File: config.mk
export PLATFORM = sky130hd
export DESIGN_NAME = delay_channel_scheduler
export DESIGN_NICKNAME = d
export VERILOG_FILES = /design/src/rtl/delay_sched_pkg.sv /design/src/rtl/us_tick_gen.sv /design/src/rtl/delay_channel_scheduler.sv
export SDC_FILE = /design/constraint.sdc
export NUM_CORES = 1
export LEC_CHECK = 0
export BUFFER_PORTS_ARGS = -buffer_cell sky130_fd_sc_hd__buf_2
export CAP_MARGIN = 15
export CORE_UTILIZATION = 40
export CTS_BUF_LIST = sky130_fd_sc_hd__clkbuf_8
export DETAILED_ROUTE_END_ITERATION = 8
export PLACE_DENSITY = 0.6
export SETUP_SLACK_MARGIN = 0.3
export SLEW_MARGIN = 30
export SYNTH_ARGS = -nofsm -noshare
export SYNTH_HDL_FRONTEND = slang
export SYNTH_SLANG_ARGS = --single-unit
File: constraint.sdc
create_clock -name clock -period 3 [get_ports clock]
set_input_delay 0.3 -clock clock [delete_from_list [all_inputs] [get_ports clock]]
set_output_delay 0.3 -clock clock [all_outputs]
set_load 0.01 [all_outputs]
File: src/rtl/delay_sched_pkg.sv
// rtl/delay_sched_pkg.sv - shared constants and helpers for the delay channel scheduler
package delay_sched_pkg;

    localparam int N_CH = 4;

    localparam logic [2:0] OP_START   = 3'd0;
    localparam logic [2:0] OP_STOP    = 3'd1;
    localparam logic [2:0] OP_READ    = 3'd2;
    localparam logic [2:0] OP_STATUS  = 3'd3;
    localparam logic [2:0] OP_CLEAR   = 3'd4;
    localparam logic [2:0] OP_WAIT    = 3'd5;
    localparam logic [2:0] OP_IRQMASK = 3'd6;
    localparam logic [2:0] OP_RSVD    = 3'd7;

    typedef enum logic {
        S_IDLE    = 1'b0,
        S_WAITING = 1'b1
    } sched_state_t;

    localparam int ST_RUN_LSB = 0;
    localparam int ST_EXP_LSB = 4;
    localparam int ST_MSK_LSB = 8;

    function automatic logic [31:0] pack_status(input logic [3:0] mask,
                                                input logic [3:0] expired,
                                                input logic [3:0] running);
        return (32'(mask) << ST_MSK_LSB) | (32'(expired) << ST_EXP_LSB) |
               (32'(running) << ST_RUN_LSB);
    endfunction

endpackage

File: src/rtl/us_tick_gen.sv
// rtl/us_tick_gen.sv - free-running microsecond prescaler producing a one-cycle tick
module us_tick_gen #(
    parameter int unsigned clockFrequencyInHz = 50000000
) (
    input  logic clock,
    input  logic resetN,
    output logic tick
);

    localparam int unsigned R = clockFrequencyInHz / 1000000;
    localparam int W = $clog2(R);

    logic [W-1:0] r_presc;

    always_ff @(posedge clock or negedge resetN) begin
        if (!resetN) begin
            r_presc <= W'(R - 1);
        end else if (r_presc == '0) begin
            r_presc <= W'(R - 1);
        end else begin
            r_presc <= r_presc - 1'b1;
        end
    end

    assign tick = (r_presc == '0);

endmodule

File: src/rtl/delay_channel_scheduler.sv
// rtl/delay_channel_scheduler.sv - four countdown channels behind a custom-instruction port
module delay_channel_scheduler
    import delay_sched_pkg::*;
#(
    parameter int unsigned clockFrequencyInHz  = 50000000,
    parameter logic [7:0]  customInstructionId = 8'd0
) (
    input  logic        clock,
    input  logic        resetN,
    input  logic        ciStart,
    input  logic        ciCke,
    input  logic [7:0]  ciN,
    input  logic [31:0] ciValueA,
    input  logic [31:0] ciValueB,
    output logic        ciDone,
    output logic [31:0] ciResult,
    output logic        irq
);

    logic            w_tick;
    logic            w_accept;
    logic [2:0]      w_op;
    logic [1:0]      w_ch;
    logic [31:0]     w_a;
    logic [N_CH-1:0] w_exp_evt;
    logic            w_wait_end;
    logic            w_unused;

    sched_state_t    r_state;
    logic [1:0]      r_wait_ch;
    logic [31:0]     r_count [N_CH];
    logic [N_CH-1:0] r_running;
    logic [N_CH-1:0] r_expired;
    logic [3:0]      r_irq_mask;
    logic            r_done;
    logic [31:0]     r_result;
    logic            r_irq;

    us_tick_gen #(
        .clockFrequencyInHz(clockFrequencyInHz)
    ) u_tick (
        .clock (clock),
        .resetN(resetN),
        .tick  (w_tick)
    );

    assign w_op       = ciValueB[2:0];
    assign w_ch       = ciValueB[5:4];
    assign w_a        = ciValueA;
    assign w_accept   = ciStart & ciCke & (ciN == customInstructionId) & (r_state == S_IDLE);
    assign w_wait_end = (r_state == S_WAITING) & ~r_running[r_wait_ch];
    assign w_unused   = ^{ciValueB[31:6], ciValueB[3]};

    always_comb begin
        w_exp_evt = '0;
        for (int i = 0; i < N_CH; i++) begin
            w_exp_evt[i] = r_running[i] & w_tick & (r_count[i] == 32'd1);
        end
    end

    // Later assignments override earlier ones: commands beat the tick, expiry beats clears.
    always_ff @(posedge clock or negedge resetN) begin
        if (!resetN) begin
            for (int i = 0; i < N_CH; i++) begin
                r_count[i] <= '0;
            end
            r_running <= '0;
            r_expired <= '0;
        end else begin
            for (int i = 0; i < N_CH; i++) begin
                if (r_running[i] && w_tick && (r_count[i] != '0)) begin
                    r_count[i] <= r_count[i] - 32'd1;
                end
                if (w_exp_evt[i]) begin
                    r_running[i] <= 1'b0;
                    r_expired[i] <= 1'b1;
                end
                if (w_accept && (w_ch == 2'(i))) begin
                    if (w_op == OP_START) begin
                        r_count[i]   <= w_a;
                        r_running[i] <= (w_a != '0);
                        r_expired[i] <= r_expired[i] | (w_a == '0);
                    end else if (w_op == OP_STOP) begin
                        r_count[i]   <= '0;
                        r_running[i] <= 1'b0;
                        r_expired[i] <= r_expired[i];
                    end
                end
                if (w_accept && (w_op == OP_CLEAR) && w_a[i] && !w_exp_evt[i]) begin
                    r_expired[i] <= 1'b0;
                end
                if (w_wait_end && (r_wait_ch == 2'(i)) && !w_exp_evt[i]) begin
                    r_expired[i] <= 1'b0;
                end
            end
        end
    end

    always_ff @(posedge clock or negedge resetN) begin
        if (!resetN) begin
            r_state    <= S_IDLE;
            r_wait_ch  <= '0;
            r_irq_mask <= '0;
            r_done     <= 1'b0;
            r_result   <= '0;
            r_irq      <= 1'b0;
        end else begin
            r_done   <= 1'b0;
            r_result <= '0;
            r_irq    <= |(r_expired & r_irq_mask);
            case (r_state)
                S_IDLE: begin
                    if (w_accept) begin
                        r_done <= 1'b1;
                        case (w_op)
                            OP_STOP, OP_READ: r_result <= r_count[w_ch];
                            OP_STATUS:        r_result <= pack_status(r_irq_mask, r_expired, r_running);
                            OP_CLEAR:         r_result <= {28'd0, r_expired};
                            OP_WAIT: begin
                                if (r_running[w_ch]) begin
                                    r_done    <= 1'b0;
                                    r_state   <= S_WAITING;
                                    r_wait_ch <= w_ch;
                                end
                            end
                            OP_IRQMASK: begin
                                r_result   <= {28'd0, r_irq_mask};
                                r_irq_mask <= w_a[3:0];
                            end
                            default: r_result <= '0;
                        endcase
                    end
                end
                S_WAITING: begin
                    if (w_wait_end) begin
                        r_done  <= 1'b1;
                        r_state <= S_IDLE;
                    end
                end
                default: r_state <= S_IDLE;
            endcase
        end
    end

    assign ciDone   = r_done;
    assign ciResult = r_result;
    assign irq      = r_irq;

endmodule

==> out/metrics.cfg <==
[placed_design]
portBuffers = 82
placedCellCount = 1544
place_hpwl_um = 26800
gp_congestion = 0.909

[timing]
whs_ps = 93.1
worstMarginPinSlew_ps = 819
finalSetupViolCount = 0
period_needed_ps = 2670
min_period_over_period = 0.890
slew_violations = 0
setup-tns-final_ps = 0
finalHoldViolCount = 0
rsz0062_at_grt = true
slew_headroom = 0.446
finClkSkew_ps = 19.4
fmax_mhz = 374

[route]
ant_nets = 0
drc = 2
wl_per_cell_um = 23.6
first_iter_violations = 1010
routed_via_density = 6.15
routed-via-count = 9710
dr.pass1.iters = 7
drt-total-wl_um = 37200

[floorplan]
rows = 60
die_y_um = 167
io_pins = 110
dieArea_sq_um = 28000
start_util = 0.406
die_w_um = 167
core_area_sq_um = 26900

[flow_run]
drv_cap = 0

[pwr]
power_frac_clock = 0.395
pwr-share-comb = 0.056
power_density_nw_per_um2 = 359
switching_share = 0.266
p_leak_nw = 4.28
p_switching_mw = 1.20
p_seq_frac = 0.549
irDropWorstVdd_uv = 250
intPower_mw = 3.32

[cells_and_area]
final_core_util = 0.469
num_antenna_cells = 0
drive_above_1_share = 0.225
final_nets = 1315
area_delta_synth_final_pct = 15.4
fin_cells = 1579

[critical_path]
timing.rr.start = r_count[15]
r2r_end = r_count[28]
startpoint_type = flop
ff2ff_path_depth = 7
ff2ff_setup_slack_ps = 330
cp-end-kind = flop
cpPeakStageDelay_ps = 630
crit_chain = or4_4 -> or4b_4 -> o211ai_2 -> buf_4 -> nor2_1 -> xnor2_1 -> o22ai_1
worstPathMaxFanout = 10
critical_path_class = flop to flop
required_ps = 3330
critPathArrivalTime_ps = 3010
crit_path_start = r_count[15]
slowest_stage = or4b_4

[run_status]
status = finished with violations
violations = DRC

[clock_tree]
cts.clk_slew.worst_paths_ps = 110
numCtsBuffers = 17
cts-htree-levels = 4
cts_tree = done
clkLatencyLatePin_ps = 490
cts_sinks = 183
cts-root-buf = clkbuf_8
cts_buffer_depth = 2

[min_path]
hold_depth = 3
hp-class = input port to flop
worstHoldStart = ciValueA[25]
hold_path_end = r_count[121]

[synth]
syn-num-nets = 1206
yosysWarnings = 0
synthArstFlopShare = 1.00
synth-seq-area-share = 0.420
synthMostInstantiatedCell = dfrtp_1
postSynthCellCount = 1116
syn_area_sq_um = 10900
ys_ff_latch = 183
synth_top_area_cell = dfrtp_1
syn-mean-instance-area_sq_um = 9.78
yosysUniqueCellTypes = 72
synth_edf_count = 0
netlist.area_leader.share = 0.413
synth_top_flop_cell = dfrtp_1
synth_area_leaders = dfrtp_1, mux4_2, xnor2_1
synth_top_cells_by_count = dfrtp_1, nand2_1, nor2_1

[grt]
grt_pass1_vias = 9284
grt_max_degree = 88
grt_pass1_wl_um = 56300
antenna_found_initial = 1
grt_util_all_layers = 0.268
gr-total-overflow = 0

## metal layers
| metal | vias up | GRT usage | part of all wire |
|---|---|---|---|
| met1 | 4816 | 0.378 | 0.44 |
| met4 | 2 | 0.0941 | 0.026 |
| met5 | - | 0 | 0.00030 |
| li1 | 4363 | - | - |
| met3 | 70 | 0.0581 | 0.089 |
| met2 | 459 | 0.406 | 0.45 |
## critical path: cells and delay by family, from the launching register on
family / cells / cell delay [ps]
AND/OR/NAND/NOR: 3 / 1350
XOR/XNOR: 1 / 180
buffers and inverters: 1 / 250
flip-flops: 1 / 420
AO/OA/AOI/OAI: 2 / 310
## registers in the layout, indices dropped and copies added (netlist names)
signal,count
r_running,4
r_count,128
ciResult,32
r_wait_ch,2
r_expired,4
ciDone,1
r_state,1
u_tick.r_presc,6
r_irq_mask,4
irq,1
## metrics by stage
step	worst slack, ps	power [mW]	cell area, sq um
detailed placement	269	2.79	12100
floorplan	508	2.63	10900
global route	298	4.67	12600
finish	329	4.53	12600
global placement	299	2.78	12100
CTS	303	4.56	12500
## power groups by stage
stage	Sequential, mW	Combinational [mW]	Clock [mW]
final	2.49	0.254	1.79
after global routing	2.49	0.275	1.90
after CTS	2.48	0.256	1.81
after detailed placement	2.53	0.255	0
after global placement	2.53	0.251	0
after floorplan	2.53	0.0990	0
## logic make-up after synthesis
| logic type | share of synthesized area |
|---|---|
| AND/OR/NAND/NOR | 0.237 |
| AO/OA/AOI/OAI | 0.112 |
| flip-flops | 0.420 |
| XOR/XNOR | 0.0955 |
| buffers and inverters | 0.0273 |
| multiplexers | 0.0929 |
| adder cells (fa/ha/maj) | 0.0160 |
## cell type report
class	instances	area, sq um
clock inverters	15	168
clock buffers	17	234
fillers	2580	14300
well taps	341	427
repair buffers	145	920
flip-flops and latches	183	4580
inverters	20	75.1
multi-input cells	858	6200
## placed cells by master (no fill, tap or decap), drive strengths merged, types with 4 or more instances in the layout
master  instances
dfrtp         180
buf           143
nand2         112
nor2           75
o22ai          73
o21ai          71
xnor2          70
nor4           51
xor2           49
nor3           47
nand3          36
mux4           33
inv            27
nand4          24
nor2b          24
mux2           19
clkbuf         18
a22oi          15
or4            15
ha             14
and3           13
nor4b          13
a21oi          11
nand3b          8
or3             8
and2            8
nand2b          6
or2             6
nand4b          5
mux2i           5
nor3b           5
nor4bb          4
## what timing repair did
item                       in CTS  in global routing
hold endpoints to repair       85                  0
buffers inserted                1                  0
resized for setup               1                 21
hold buffers                    1                  0
setup endpoints to repair      12                 53
pin swaps                       1                  2
cloned                          0                  1
## worst max-delay path by stage
stage / end
detailed placement: r_count[110]
finish: r_count[28]
global route: r_count[13]
floorplan: r_count[27]
CTS: r_count[126]
global placement: r_count[79]
Note: power is estimated with default switching activity, not from simulation.
